`src/rtl/cr_ahbl_master_if_if.sv`:
```
// AHB-Lite master-side bus bundle for cr_ahbl_master_if.
// The master modport drives the address and write data. The slave modport returns hready, hresp and hrdata.
interface cr_ahbl_master_if_if #(
  parameter int ADDR_WIDTH = 32,
  parameter int DATA_WIDTH = 32
);
  logic [1:0]            htrans;
  logic [ADDR_WIDTH-1:0] haddr;
  logic [2:0]            hsize;
  logic [2:0]            hburst;
  logic                  hwrite;
  logic [3:0]            hprot;
  logic [DATA_WIDTH-1:0] hwdata;
  logic                  hready;
  logic                  hresp;
  logic [DATA_WIDTH-1:0] hrdata;

  modport master (
    output htrans, haddr, hsize, hburst, hwrite, hprot, hwdata,
    input  hready, hresp, hrdata
  );

  modport slave (
    input  htrans, haddr, hsize, hburst, hwrite, hprot, hwdata,
    output hready, hresp, hrdata
  );
endinterface

```
`src/rtl/cr_ahbl_master_if.sv`:
```
// Drives the arbitrated CPU request stream onto AHB-Lite as SINGLE transfers.
// One transfer may be in the address phase and one in the data phase. The block holds NONSEQ under wait states and tracks transfer ownership.
module cr_ahbl_master_if #(
  parameter int ADDR_WIDTH = 32,
  parameter int DATA_WIDTH = 32
) (
  input  logic                  ahbl_gated_clk,
  input  logic                  cpurst_b,
  input  logic                  cpu_req,
  input  logic                  cpu_req_for_grnt,
  input  logic [ADDR_WIDTH-1:0] cpu_addr,
  input  logic [1:0]            cpu_size,
  input  logic                  cpu_write,
  input  logic [3:0]            cpu_prot,
  input  logic [DATA_WIDTH-1:0] cpu_wdata,
  output logic                  cpu_req_grnt,
  output logic                  cpu_trans_cmplt,
  output logic                  cpu_data_vld,
  output logic                  cpu_acc_err,
  output logic [DATA_WIDTH-1:0] cpu_rdata,
  cr_ahbl_master_if_if.master   ahb
);

  typedef enum logic {A_IDLE, A_HOLD} a_state_e;
  typedef enum logic [1:0] {D_NONE, D_OWN, D_ORPH} d_state_e;

  typedef struct packed {
    logic [ADDR_WIDTH-1:0] addr;
    logic [1:0]            size;
    logic                  write;
    logic [3:0]            prot;
  } areq_t;

  a_state_e a_state_q, a_state_d;
  d_state_e d_state_q, d_state_d;
  areq_t    hold_q, hold_d;
  logic     d_write_q, d_write_d;

  areq_t cpu_areq;
  areq_t cur;
  logic  cur_vld;
  logic  issue;
  logic  own_dp;

  assign cpu_areq = {cpu_addr, cpu_size, cpu_write, cpu_prot};

  always_ff @(posedge ahbl_gated_clk) begin
    if (!cpurst_b) begin
      a_state_q <= A_IDLE;
      d_state_q <= D_NONE;
      hold_q    <= '0;
      d_write_q <= 1'b0;
    end else begin
      a_state_q <= a_state_d;
      d_state_q <= d_state_d;
      hold_q    <= hold_d;
      d_write_q <= d_write_d;
    end
  end

  // Address stage. Once NONSEQ is driven under a wait state, it must stay stable until hready, even if the requester withdraws.
  always_comb begin
    a_state_d = a_state_q;
    hold_d    = hold_q;
    cur       = '0;
    cur_vld   = 1'b0;
    if (a_state_q == A_HOLD) begin
      cur     = hold_q;
      cur_vld = 1'b1;
      if (ahb.hready) a_state_d = A_IDLE;
    end else if (cpu_req) begin
      cur     = cpu_areq;
      cur_vld = 1'b1;
      if (!ahb.hready) begin
        a_state_d = A_HOLD;
        hold_d    = cpu_areq;
      end
    end
  end

  assign issue = ahb.hready && cur_vld;

  // Data stage. The slot belongs to the requester only if cpu_req is still present at issue.
  always_comb begin
    d_state_d = d_state_q;
    d_write_d = d_write_q;
    if (ahb.hready) begin
      if (!issue)       d_state_d = D_NONE;
      else if (cpu_req) d_state_d = D_OWN;
      else              d_state_d = D_ORPH;
      d_write_d = issue && cur.write;
    end
  end

  // Bus and responses are forced quiet while reset is held, before the flops clear.
  assign ahb.htrans = (cpurst_b && cur_vld) ? 2'b10 : 2'b00;
  assign ahb.haddr  = cpurst_b ? cur.addr : '0;
  assign ahb.hsize  = cpurst_b ? {1'b0, cur.size} : 3'b000;
  assign ahb.hwrite = cpurst_b && cur.write;
  assign ahb.hprot  = cpurst_b ? cur.prot : 4'h0;
  assign ahb.hburst = 3'b000;

  assign own_dp = cpurst_b && (d_state_q == D_OWN);

  assign ahb.hwdata = (own_dp && d_write_q) ? cpu_wdata : '0;

  assign cpu_req_grnt    = cpurst_b && cpu_req_for_grnt && ahb.hready;
  assign cpu_trans_cmplt = own_dp && ahb.hready;
  assign cpu_data_vld    = own_dp && ahb.hready && !ahb.hresp && !d_write_q;
  assign cpu_acc_err     = own_dp && ahb.hready && ahb.hresp;
  assign cpu_rdata       = ahb.hrdata;

endmodule

```
`src/flat_wrapper.sv`:
```
// flat-port wrapper written by rule: the top's interface ports become plain ports
module cr_ahbl_master_if_flat 
#(
  parameter int ADDR_WIDTH = 32,
  parameter int DATA_WIDTH = 32
)
  (ahbl_gated_clk, cpurst_b, cpu_req, cpu_req_for_grnt, cpu_addr, cpu_size, cpu_write, cpu_prot, cpu_wdata, cpu_req_grnt, cpu_trans_cmplt, cpu_data_vld, cpu_acc_err, cpu_rdata, ahb_htrans, ahb_haddr, ahb_hsize, ahb_hburst, ahb_hwrite, ahb_hprot, ahb_hwdata, ahb_hready, ahb_hresp, ahb_hrdata);
  cr_ahbl_master_if_if #(.ADDR_WIDTH(ADDR_WIDTH), .DATA_WIDTH(DATA_WIDTH)) ahb_i ();
  input  logic ahbl_gated_clk;
  input  logic cpurst_b;
  input  logic cpu_req;
  input  logic cpu_req_for_grnt;
  input  logic [ADDR_WIDTH-1:0] cpu_addr;
  input  logic [1:0] cpu_size;
  input  logic cpu_write;
  input  logic [3:0] cpu_prot;
  input  logic [DATA_WIDTH-1:0] cpu_wdata;
  output logic cpu_req_grnt;
  output logic cpu_trans_cmplt;
  output logic cpu_data_vld;
  output logic cpu_acc_err;
  output logic [DATA_WIDTH-1:0] cpu_rdata;
  output wire logic [$bits(ahb_i.htrans)-1:0] ahb_htrans;
  output wire logic [$bits(ahb_i.haddr)-1:0] ahb_haddr;
  output wire logic [$bits(ahb_i.hsize)-1:0] ahb_hsize;
  output wire logic [$bits(ahb_i.hburst)-1:0] ahb_hburst;
  output wire logic [$bits(ahb_i.hwrite)-1:0] ahb_hwrite;
  output wire logic [$bits(ahb_i.hprot)-1:0] ahb_hprot;
  output wire logic [$bits(ahb_i.hwdata)-1:0] ahb_hwdata;
  input wire logic [$bits(ahb_i.hready)-1:0] ahb_hready;
  input wire logic [$bits(ahb_i.hresp)-1:0] ahb_hresp;
  input wire logic [$bits(ahb_i.hrdata)-1:0] ahb_hrdata;
  assign ahb_htrans = ahb_i.htrans;
  assign ahb_haddr = ahb_i.haddr;
  assign ahb_hsize = ahb_i.hsize;
  assign ahb_hburst = ahb_i.hburst;
  assign ahb_hwrite = ahb_i.hwrite;
  assign ahb_hprot = ahb_i.hprot;
  assign ahb_hwdata = ahb_i.hwdata;
  assign ahb_i.hready = ahb_hready;
  assign ahb_i.hresp = ahb_hresp;
  assign ahb_i.hrdata = ahb_hrdata;
  cr_ahbl_master_if #(.ADDR_WIDTH(ADDR_WIDTH), .DATA_WIDTH(DATA_WIDTH)) u_core (.ahbl_gated_clk(ahbl_gated_clk), .cpurst_b(cpurst_b), .cpu_req(cpu_req), .cpu_req_for_grnt(cpu_req_for_grnt), .cpu_addr(cpu_addr), .cpu_size(cpu_size), .cpu_write(cpu_write), .cpu_prot(cpu_prot), .cpu_wdata(cpu_wdata), .cpu_req_grnt(cpu_req_grnt), .cpu_trans_cmplt(cpu_trans_cmplt), .cpu_data_vld(cpu_data_vld), .cpu_acc_err(cpu_acc_err), .cpu_rdata(cpu_rdata), .ahb(ahb_i));
endmodule
```
`config.mk`:
```
export PLATFORM = sky130hd
export DESIGN_NAME = cr_ahbl_master_if_flat
export DESIGN_NICKNAME = d
export VERILOG_FILES = /design/src/rtl/cr_ahbl_master_if_if.sv /design/src/rtl/cr_ahbl_master_if.sv /design/src/flat_wrapper.sv
export SDC_FILE = /design/constraint.sdc
export NUM_CORES = 1
export LEC_CHECK = 0
export CORE_ASPECT_RATIO = 1.75
export CORE_MARGIN = 10
export CORE_UTILIZATION = 36
export DETAILED_ROUTE_END_ITERATION = 8
export HOLD_SLACK_MARGIN = 0.06
export PLACE_DENSITY = 0.95
export REMOVE_ABC_BUFFERS = 1
export SLEW_MARGIN = 5
export SYNTH_ARGS = -nofsm -noshare
export SYNTH_HDL_FRONTEND = slang
export SYNTH_SLANG_ARGS = --single-unit
```
`constraint.sdc`:
```
create_clock -name ahbl_gated_clk -period 3.3 [get_ports ahbl_gated_clk]
set_input_delay 0.495 -clock ahbl_gated_clk [delete_from_list [all_inputs] [get_ports ahbl_gated_clk]]
set_output_delay 0.495 -clock ahbl_gated_clk [all_outputs]
set_load 0.02 [all_outputs]
```
# Word level (Yosys, flattened, before mapping)
# Cells that the tools add are included.
dict set report op_classes {
  bitwise 2
  n_reduce_logical 15
  eq_ne 1
  mux 14
}
# operator count
set op_table {}
lappend op_table {{$mux W39} 2}
lappend op_table {{$mux W32} 2}
lappend op_table {{$logic_and A1 B1 Y1} 12}
lappend op_table {{$mux W2} 4}
lappend op_table {{$mux W1} 5}
lappend op_table {{$mux W4} 1}
lappend op_table {{$reduce_and A3 Y1} 1}
lappend op_table {{$eq A2 B1 Y1 const B} 1}
lappend op_table {{$logic_not A1 Y1} 2}
lappend op_table {{$not A1 Y1} 2}
dict set report totals {
  input_bits 109
  word_cells 39
  out_inout_bits 113
  ff_bits 43
}

# Depth between registers and ports, before layout
# Gate-level depths: netlist of the first run.
dict set report depth {
  word_depth 5
  depth_mapped 5
  depth_no_buf 2
}

# Least setup slack after synthesis of the first run
# OpenSTA, ideal clock, no wires.
dict set report synth_timing {
  path_type {in2out}
  start {in ahb_hready}
  end {out cpu_data_vld}
  required_time_ns 2.805
  path_slack_ns 1.218
  path_stages 3
  n_path_buf 1
  t_arrival_ns 1.587
  cell_sequence {buf_2 and4b_1 nor3b_1}
}
dict set report synth_via {
  elab_chain_len 3
}
# element line
set synth_rtl {}
lappend synth_rtl {{from (decl)} flat_wrapper.sv:30} ;# input wire logic [$bits(ahb_i.hready)-1:0] ahb_hready;
lappend synth_rtl {{$logic_and A1 B1 Y1} -}
lappend synth_rtl {{named net cpu_trans_cmplt} flat_wrapper.sv:19} ;# output logic cpu_trans_cmplt;
lappend synth_rtl {{$logic_and A1 B1 Y1 (2 in series)} cr_ahbl_master_if.sv:109} ;# assign cpu_data_vld = own_dp && ahb.hready && !ahb.hresp && !d_write_q;
lappend synth_rtl {{to (decl)} flat_wrapper.sv:20} ;# output logic cpu_data_vld;
# The timed path passes the listed nets, and every way through them passes these cells.

# Worst setup path in the final report of the first run
dict set report layout_timing {
  start {reg u_core.a_state_q}
  end {out ahb_hwrite}
}
dict set report layout_via {
  elab_chain_len 2
}
# element line
set layout_rtl {}
lappend layout_rtl {{from (decl)} cr_ahbl_master_if.sv:34} ;# a_state_e a_state_q, a_state_d;
lappend layout_rtl {{from (signal assigned)} cr_ahbl_master_if.sv:54} ;# a_state_q <= a_state_d;
lappend layout_rtl {{$mux W39} cr_ahbl_master_if.sv:67} ;# if (a_state_q == A_HOLD) begin
lappend layout_rtl {{$logic_and A1 B1 Y1} cr_ahbl_master_if.sv:99} ;# assign ahb.hwrite = cpurst_b && cur.write;
lappend layout_rtl {{to (decl)} flat_wrapper.sv:27} ;# output wire logic [$bits(ahb_i.hwrite)-1:0] ahb_hwrite;
# No other way between the ends.

==> metrics.cfg, run 1 <==
[yosys]
yosysWarnings=0
synth-compound-area-share_pct=1.11
synth_mux_area_share_pct=27.7
syn_area_sq_um=2820
synthAdderAreaFrac_pct=0
seq_area_frac_synth_pct=30.6
synth_xor_area_share_pct=0
synth-seq-cells=43
avgSynthCellArea_sq_um=8.02
synth_top_family_by_area=multiplexers
syn_inst=351
synthDistinctLibCells=22
synth_simple_gate_area_share_pct=25.9

[floorplan]
die_w_microns=86.9
ioPinCount=222
start_util_pct=37.0
dieHeight_microns=137
coreArea_sq_um=7620
std_cell_rows=42
die_area_sq_um=11900

[run_status]
outcome=finished, final reports clean

[cells_and_area]
num-fill-cells=668
final_util_pct=56.1
syn_to_final_growth_pct=51.7
nets=567
drive_gt1_share_pct=3.92
antennaDiodeCount=0
layoutNonFillerInstCount=547

[timing]
grt_setup_unrepaired=false
fin_ws_ns=0.531
fin_crit_sh_pct=83.9
setup_viol=0
final_max_slew_viol_count=0
hold_violations=0
slew_headroom_pct=55.3
timing.fmax_mhz=361
clock_skew_ns=0.00469
fin_crit_ns=2.77
worst_slew_pin_slew_ns=0.671

[clock_network]
clk_pin_slew_worst_paths_ns=0.06
htree_levels=2
insertion_delay_ns=0.28
cts_sinks=43
clockBufferDepth=2
clock-root-buffer=clkbuf_16
tritoncts=yes
cts_resized=0
post_cts_buffers=0
cts_buffers=5
ctsHoldBuffers=0

[pwr]
peakVddDrop_mv=0.314
powerDensity_nw_per_um2=331
p_leak_uw=0.00163

[hold_path]
hold_start=u_core.hold_q[25]
hp-class=flip-flop to flip-flop

[global_route]
grt_pass1_vias=2753
overflow=0
antenna_found_initial=0
grt_pass1_wl_mm=14.7
grt.total_usage_pct=15.7
grt_max_degree=72

[drt]
ant_nets=0
wire_per_inst_microns=17.8
drcViolationCount=0
vias=2680
dr.pass1.iters=4
drt_iter0_markers=93
wl_mm=9.74
routed_via_density=4.90

[worst_setup_path]
critPathLaunchType=flip-flop
cp.arrival_ns=2.27
critical_path.max_fanout=17
crit_path_start=u_core.a_state_q
r2r_start=u_core.a_state_q
crit_type=flip-flop to primary output
cp_data_required_time_ns=2.80
end_kind=primary output

[place]
place_ws_ns=0.529
place.port_buffers=152
dp_hpwl_mm=7.99
place.gp.congestion=0.747
dpl.cell_count=539

[job]
max_cap_viol_count=0

==> worst paths after layout <==
| check | cells after the start | slack [ns] | endpoint |
|---|---|---|---|
| max | 4 | 0.53 | ahb_hwrite |
| min | 2 | 0.46 | u_core.hold_q[25] |
| max reg2reg | 3 | 1.66 | u_core.hold_q[3] |
| min reg2reg | 2 | 0.46 | u_core.hold_q[25] |
==> stage by stage <==
stage	instance area (sq um)	hold WS (ns)	total power, uW	TNS, ns
floorplan	2420	0.434	721	-16.31
global route	4270	0.478	1490	0
detailed placement	4120	0.449	915	0
finish	4270	0.456	1410	0
global placement	4120	0.441	905	0
CTS	4270	0.460	1440	0
==> metal layers <==
| metal | GRT usage (%) | share of wire (%) |
|---|---|---|
| met3 | 9.88 | 14 |
| met2 | 23.9 | 44 |
| met4 | 3.35 | 0.74 |
| met5 | 4.07 | 0.40 |
| met1 | 17.7 | 41 |
==> where the power goes <==
| part | internal, uW | switching [uW] | leakage (uW) | total (uW) |
|---|---|---|---|---|
| logic | 185 | 150 | 0.00120 | 335 |
| clock network | 322 | 192 | 0.0000772 | 514 |
| registers | 546 | 18.2 | 0.000352 | 564 |
==> placed cells by master, fill, tap and decap left out <==
cell               n
buf_4              7
nand2b_1           1
inv_1              1
nor2_1            39
and4b_1            2
clkdlybuf4s50_1  151
nand3b_1           2
mux2i_1           78
clkbuf_16          5
buf_2              1
nand2_1           79
nor3b_4            1
clkbuf_8           2
o21ai_4            1
clkbuf_1           1
dfxtp_2            1
conb_1             5
and2_1            33
a21boi_0           2
and3_1             1
nor3b_1            1
dfxtp_1           42
a31oi_1            1
o21ai_0            1
nor2b_1            1
==> worst max-delay path, cell delays in order, from the launching register on <==
cell and delay (ns):
dfxtp_2 0.68, buf_4 0.37, nand2_1 0.11, a21boi_0 0.18
clkdlybuf4s50_1 0.64
==> synth_stat cells <==
| library cell | n | share of area (%) |
|---|---|---|
| dfxtp_1 | 43 | 31 |
| nor3b_1 | 1 | 0.27 |
| nand2b_1 | 1 | 0.22 |
| a31oi_1 | 1 | 0.22 |
| nand2_1 | 79 | 11 |
| nand3b_1 | 2 | 0.53 |
| a21boi_0 | 2 | 0.53 |
| and4b_1 | 2 | 0.71 |
| and3_1 | 1 | 0.22 |
| o21ai_0 | 1 | 0.18 |
| and2_1 | 33 | 7.3 |
| buf_6 | 2 | 0.80 |
| nor3b_4 | 1 | 0.67 |
| o21ai_1 | 1 | 0.18 |
| conb_1 | 1 | 0.13 |
| nor2_1 | 39 | 5.2 |
| mux2i_1 | 78 | 28 |
| clkbuf_1 | 15 | 2.0 |
| nor2b_1 | 1 | 0.22 |
| buf_2 | 7 | 1.2 |
| buf_4 | 39 | 10 |
| inv_1 | 1 | 0.13 |
==> cell type report <==
| class | instances | area (sq um) | area share (%) |
|---|---|---|---|
| Timing Repair Buffer | 159 | 1570 | 36.7 |
| Multi-Input combinational cell | 248 | 1570 | 36.8 |
| Inverter | 1 | 3.75 | 0.0878 |
| Clock buffer | 8 | 156 | 3.66 |
| Sequential cell | 43 | 862 | 20.2 |
| Tap cell | 88 | 110 | 2.58 |
==> sequential cells by signal, summed over array words and instances, names as in the netlist <==
signal and cells:
u_core.hold_q 39, u_core.d_state_q 2, u_core.a_state_q 1, u_core.d_write_q 1
==> kinds of logic after synthesis <==
| group | count (synthesis) |
|---|---|
| compound gates | 5 |
| buf+inv | 64 |
| flops | 43 |
| mux | 78 |
| other cells | 1 |
| simple gates | 160 |
No activity file was read; power rests on OpenSTA's default activity.
==> run 2: changes to the inputs <==
Settings changed: CORE_UTILIZATION 36 to 34, PLACE_DENSITY 0.95 to 0.92.
Clock period 3.3 ns to 2.7 ns, I/O delays scaled along.
==> run 2 against run 1 <==
Net effect: global-route usage shrank 0.40 points; core utilization decreased by 2.5 points; final cell count is 0.91% higher; count of clock-buffer cells in the layout fell by 3; clock power increased by 11%; first-iteration DRC count is 8.6% lower; sequential cell count unchanged; critical path depth increased by 1; wire length increased by 3.4%; register-to-register slack worse by 0.54 ns; sequential power up 22%; critical endpoint is now ahb_haddr[11]; largest cell class is now buffers.
==> metrics.cfg, run 2 (synthesized netlist as in run 1, its figures left out) <==
[run_status]
outcome=finished, final reports clean  ; unchanged

[clock_network]
clockBufferDepth=2  ; unchanged
clock-root-buffer=clkbuf_16  ; unchanged
clk_pin_slew_worst_paths_ns=0.06  ; about the same
cts_sinks=43  ; unchanged
htree_levels=2  ; unchanged
tritoncts=yes  ; unchanged
cts_buffers=5  ; unchanged
insertion_delay_ns=0.28  ; about the same

[timing]
grt_setup_unrepaired=false  ; unchanged
hold_violations=0  ; unchanged
fin_crit_ns=2.51
clock_skew_ns=0.00458  ; was 0.00469 ns
setup_viol=0  ; unchanged
timing.fmax_mhz=398
fin_crit_sh_pct=92.9
final_max_slew_viol_count=0  ; unchanged

[worst_setup_path]
cp.arrival_ns=2.10  ; was 2.27 ns
critPathLaunchType=input port  ; was flip-flop
r2r_slack_ns=1.12  ; was 1.66 ns
reg2regPathDepth=4  ; was 3
worstReg2RegEnd=u_core.hold_q[14]  ; was u_core.hold_q[3]
end_kind=primary output  ; unchanged
cp_data_required_time_ns=2.30  ; was 2.80 ns
critPathMaxStageDelay_ns=0.65  ; was 0.68 ns
path_cells=clkdlybuf4s50_1, o21ai_4, buf_4, nor2_1, clkdlybuf4s50_1  ; was buf_4, nand2_1, a21boi_0, clkdlybuf4s50_1
crit_type=input port to primary output  ; was flip-flop to primary output
r2r_start=u_core.a_state_q  ; unchanged
path_common_cell=clkdlybuf4s50_1
cpMaxStageDelayCell=clkdlybuf4s50_1  ; was dfxtp_2
critical_path.max_fanout=25  ; was 17

[drt]
vias=2725  ; was 2680
dr.pass1.iters=4  ; unchanged
ant_nets=0  ; unchanged
drt_iter0_markers=85  ; was 93
wl_mm=10.1  ; was 9.74 mm
wire_per_inst_microns=18.2  ; was 17.8 microns
drcViolationCount=0  ; unchanged
routed_via_density=4.94  ; was 4.90

[floorplan]
coreArea_sq_um=8020  ; was 7620 sq um
dieHeight_microns=140  ; was 137 microns
start_util_pct=35.1  ; was 37.0%
ioPinCount=222  ; unchanged
die_w_microns=88.8  ; was 86.9 microns
die_area_sq_um=12500  ; was 11900 sq um
std_cell_rows=43  ; was 42

[hold_path]
hold_depth=2  ; unchanged
hp-class=flip-flop to flip-flop  ; unchanged
min_to=u_core.hold_q[4]  ; was u_core.hold_q[25]
hold_start=u_core.hold_q[4]  ; was u_core.hold_q[25]

[pwr]
seqPwrFrac_pct=41.2  ; was 39.9%
peakVddDrop_mv=0.294  ; was 0.314 mV
switching_share_pct=26.4  ; was 25.5%
finalPower_uw=1680  ; was 1410 uW
net-switching-power_uw=442  ; was 361 uW
intPower_uw=1230  ; was 1050 uW
clockPowerShare_pct=34.0  ; was 36.4%
power_frac_comb_pct=24.8  ; was 23.7%
p_leak_uw=0.00164  ; was 0.00163 uW
powerDensity_nw_per_um2=390  ; was 331 nW/um^2

[cells_and_area]
nets=569  ; was 567
mostFrequentLayoutCells=151 x clkdlybuf4s50_1, 79 x nand2_1, 78 x mux2i_1  ; unchanged
final_common_cell=clkdlybuf4s50_1  ; unchanged
layoutNonFillerInstCount=552  ; was 547
regMostFlops=u_core.hold_q  ; unchanged
largestRegisters=u_core.hold_q: 39 flops, u_core.d_state_q: 2 flops  ; unchanged
syn_to_final_growth_pct=52.4  ; was 51.7%
largest_register_ffs=39  ; unchanged
final_util_pct=53.5  ; was 56.1%
drive_gt1_share_pct=4.56  ; was 3.92%
num-fill-cells=724  ; was 668

[place]
dpl.cell_count=543  ; was 539
place.gp.congestion=0.732  ; was 0.747
dp_hpwl_mm=8.36  ; was 7.99 mm
place.port_buffers=152  ; unchanged

[global_route]
grt_pass1_wl_mm=14.8  ; was 14.7 mm
grt_pass1_vias=2773  ; was 2753
antenna_found_initial=1  ; was 0
grt_max_degree=56  ; was 72
grt.total_usage_pct=15.3  ; was 15.7%
overflow=0  ; unchanged

[job]
max_cap_viol_count=0  ; unchanged

## run 2: worst max-delay path, delay by kind of cell
family / cells / cell delay, ns
and+or+nand+nor: 1 / 0.15
AOI/OAI and AO/OA: 1 / 0.07
buffers and inverters: 3 / 1.46
## run 2: how the worst max path moves through the flow
| stage | startpoint | end | slack, ns | cells after the start |
|---|---|---|---|---|
| after CTS | u_core.a_state_q | ahb_haddr[17] | 0.02 | 4 |
| after global placement | cpu_req | ahb_haddr[25] | 0.23 | 5 |
| after global routing | cpu_req | ahb_haddr[11] | 0.12 | 5 |
| final | cpu_req | ahb_haddr[11] | 0.19 | 5 |
| after detailed placement | cpu_req | ahb_haddr[11] | 0.18 | 5 |
| after floorplan | u_core.a_state_q | ahb_haddr[0] | -0.93 | 2 |
## run 2: metrics by stage
stage	TNS [ns]	hold WS (ns)	area [sq um]	setup slack, ns
2_1_floorplan	-47.99	0.434	2420	-0.932
3_3_place_gp	0	0.442	4150	0.232
3_5_place_dp	0	0.449	4150	0.176
4_1_cts	0	0.458	4290	0.0198
5_1_grt	0	0.473	4290	0.118
6_report	0	0.456	4290	0.190
## run 2: power groups by stage
| stage | Clock (uW) | Sequential, uW | Combinational (uW) |
|---|---|---|---|
| finish | 570 | 689 | 416 |
| global route | 611 | 694 | 451 |
| CTS | 591 | 690 | 422 |
| detailed placement | 0 | 704 | 421 |
| global placement | 0 | 702 | 410 |
| floorplan | 0 | 703 | 178 |
## run 2: metal layers
layer	track usage [%]	vias up	share of wire [%]
met3	11.0	8	17
met2	23.8	165	45
met1	15.8	1250	38
met5	2.71	-	0
li1	-	1302	-
met4	3.51	0	1.0
## run 2: repair_timing
item,in CTS,in global routing
setup buffers,0,0
endpoints found under the setup margin,0,12
hold buffers,0,0
gates resized for setup,0,1
## run 2: cell type report
class / instances / area [sq um] / area share [%]
antenna: 1 / 2.50 / 0.0583
clock buffer: 5 / 125 / 2.92
clock inverter: 3 / 15.0 / 0.350
inverter: 1 / 3.75 / 0.0875
multi-input combinational: 248 / 1570 / 36.6
sequential: 43 / 865 / 20.1
tap: 90 / 113 / 2.62
timing repair buffer: 161 / 1600 / 37.2
==> run 3: changes to the inputs <==
Clock period 2.7 ns to 2.66 ns, I/O delays scaled along.
==> run 3 against run 2 <==
Net effect: count of clock-buffer cells in the layout grew 3; non-clock buffer count unchanged; worst setup slack got worse by 0.0043 ns; total power up 5.1%; sequential share of layout area shrank 0.13 points; wire length barely moved; final cell count stayed put; critical path type unchanged; critical endpoint is now ahb_haddr[4]; largest power group unchanged.
==> metrics.cfg, run 3 (synthesized netlist as in run 1, its figures left out) <==
[global_route]
grtUsageMet2_pct=24.5  ; was 23.8%
met1_usage_pct=15.7  ; was 15.8%
antenna_found_initial=1  ; unchanged
grt_pass1_vias=2754  ; was 2773
grt_use_met3_pct=11.1  ; was 11.0%
grt_max_degree=51  ; was 56
overflow=0  ; unchanged
top_usage_layer=met2  ; unchanged
grt.total_usage_pct=15.4  ; was 15.3%
grt_pass1_wl_mm=14.8  ; unchanged

[timing]
final_max_slew_viol_count=0  ; unchanged
fin_crit_ns=2.47
fin_crit_sh_pct=93.0
fin_setup_tns_ns=0  ; unchanged
fin_ws_ns=0.186  ; was 0.190 ns
setup_viol=0  ; unchanged
hold_violations=0  ; unchanged
grt_setup_unrepaired=false  ; unchanged
clock_skew_ns=0.00155  ; was 0.00458 ns
timing.fmax_mhz=404

[worst_setup_path]
cp.buffers_inverters=3  ; unchanged
critPathLaunchType=input port  ; unchanged
end_kind=primary output  ; unchanged
path_common_cell=clkdlybuf4s50_1  ; unchanged
crit_family=buffers and inverters  ; unchanged
critPathMaxStageDelay_ns=0.64  ; was 0.65 ns
path_cells=clkdlybuf4s50_1, o21ai_4, buf_4, nor2_1, clkdlybuf4s50_1  ; unchanged
critical_path.max_fanout=15  ; was 25
cp_data_required_time_ns=2.26  ; was 2.30 ns
cp.arrival_ns=2.07  ; was 2.10 ns
crit_type=input port to primary output  ; unchanged
cpMaxStageDelayCell=clkdlybuf4s50_1  ; unchanged

[cells_and_area]
nets=569  ; unchanged
drive_gt1_share_pct=4.34  ; was 4.56%
regMostFlops=u_core.hold_q  ; unchanged
syn_to_final_growth_pct=53.4  ; was 52.4%
mostFrequentLayoutCells=151 x clkdlybuf4s50_1, 79 x nand2_1, 78 x mux2i_1  ; unchanged
largest_register_ffs=39  ; unchanged
num-fill-cells=724  ; unchanged
final_common_cell=clkdlybuf4s50_1  ; unchanged
largestRegisters=u_core.hold_q: 39 flops, u_core.d_state_q: 2 flops  ; unchanged

[drt]
ant_nets=0  ; unchanged
dr.pass1.iters=6  ; was 4
vias=2687  ; was 2725
routed_via_density=4.87  ; was 4.94
drcViolationCount=0  ; unchanged
wl_mm=10.1  ; about the same
wire_per_inst_microns=18.2  ; about the same
drt_iter0_markers=111  ; was 85

[clock_network]
insertion_delay_ns=0.28  ; about the same
cts_sinks=43  ; unchanged
tritoncts=yes  ; unchanged
clk_pin_slew_worst_paths_ns=0.06  ; about the same
post_cts_buffers=0  ; unchanged
htree_levels=2  ; unchanged
cts_buffers=5  ; unchanged
clockBufferDepth=2  ; unchanged
clock-root-buffer=clkbuf_16  ; unchanged

[pwr]
seqPwrFrac_pct=39.8  ; was 41.2%
switching_share_pct=25.5  ; was 26.4%
p_leak_uw=0.00165  ; was 0.00164 uW
intPower_uw=1310  ; was 1230 uW
powerDensity_nw_per_um2=408  ; was 390 nW/um^2
net-switching-power_uw=450  ; was 442 uW
peakVddDrop_mv=0.411  ; was 0.294 mV
power_frac_comb_pct=24.1  ; was 24.8%
clockPowerShare_pct=36.2  ; was 34.0%

[floorplan]
die_area_sq_um=12500  ; unchanged
start_util_pct=35.1  ; unchanged
std_cell_rows=43  ; unchanged
die_w_microns=88.8  ; unchanged
coreArea_sq_um=8020  ; unchanged
dieHeight_microns=140  ; unchanged
ioPinCount=222  ; unchanged

[place]
dp_hpwl_mm=8.30  ; was 8.36 mm
place.gp.congestion=0.768  ; was 0.732
place.port_buffers=152  ; unchanged
place_ws_ns=0.156  ; was 0.176 ns

[run_status]
outcome=finished, final reports clean  ; unchanged

[job]
max_cap_viol_count=0  ; unchanged

[hold_path]
hp-class=flip-flop to flip-flop  ; unchanged

[run 3: cell type report]
class / count / area, sq um / area share (%)
Clock buffer: 8 / 156 / 3.62
Timing Repair Buffer: 161 / 1610 / 37.2
Antenna cell: 1 / 2.50 / 0.0579
Tap cell: 90 / 113 / 2.61
Inverter: 1 / 3.75 / 0.0869
Multi-Input combinational cell: 248 / 1570 / 36.4
Sequential cell: 43 / 865 / 20.0
[run 3: power groups by stage]
stage | Sequential [uW] | Combinational, uW | Clock (uW)
5_1_grt | 704 | 459 | 675
2_1_floorplan | 714 | 181 | 0
3_5_place_dp | 715 | 428 | 0
3_3_place_gp | 713 | 419 | 0
4_1_cts | 701 | 430 | 655
6_report | 700 | 424 | 637
[run 3: final timing paths]
kind                          from                end  slack, ns  cells past startpoint
setup / recovery           cpu_req       ahb_haddr[4]       0.19                      5
hold / removal    u_core.hold_q[2]   u_core.hold_q[2]       0.46                      2
setup reg to reg  u_core.a_state_q  u_core.hold_q[36]       1.30                      3
hold reg to reg   u_core.hold_q[2]   u_core.hold_q[2]       0.46                      2
[run 3: tightest hold or removal path, delay by kind of cell (launching register included)]
kind	cells	cell delay, ns
flops	1	0.31
simple gates	1	0.05
mux	1	0.05
[run 3: stage by stage]
stage	area, sq um	util (%)	hold WS (ns)	total power (uW)	cells
floorplan	2420	-	0.434	895	292
global placement	4160	51.9	0.442	1130	543
detailed placement	4160	51.9	0.446	1140	543
CTS	4320	53.9	0.459	1790	551
global route	4320	53.9	0.473	1840	551
finish	4320	53.9	0.458	1760	552
[run 3: metal layers]
metal / vias to the layer above / routed length, microns
met5: - / 57
met4: 4 / 77
met3: 9 / 1640
met2: 159 / 4520
met1: 1206 / 3780
li1: 1309 / -
[run 3: repair_timing]
| action | 4_1_cts | 5_1_grt |
|---|---|---|
| gates resized for setup | 1 | 0 |
| hold buffers | 0 | 0 |
| endpoints found under the setup margin | 3 | 0 |
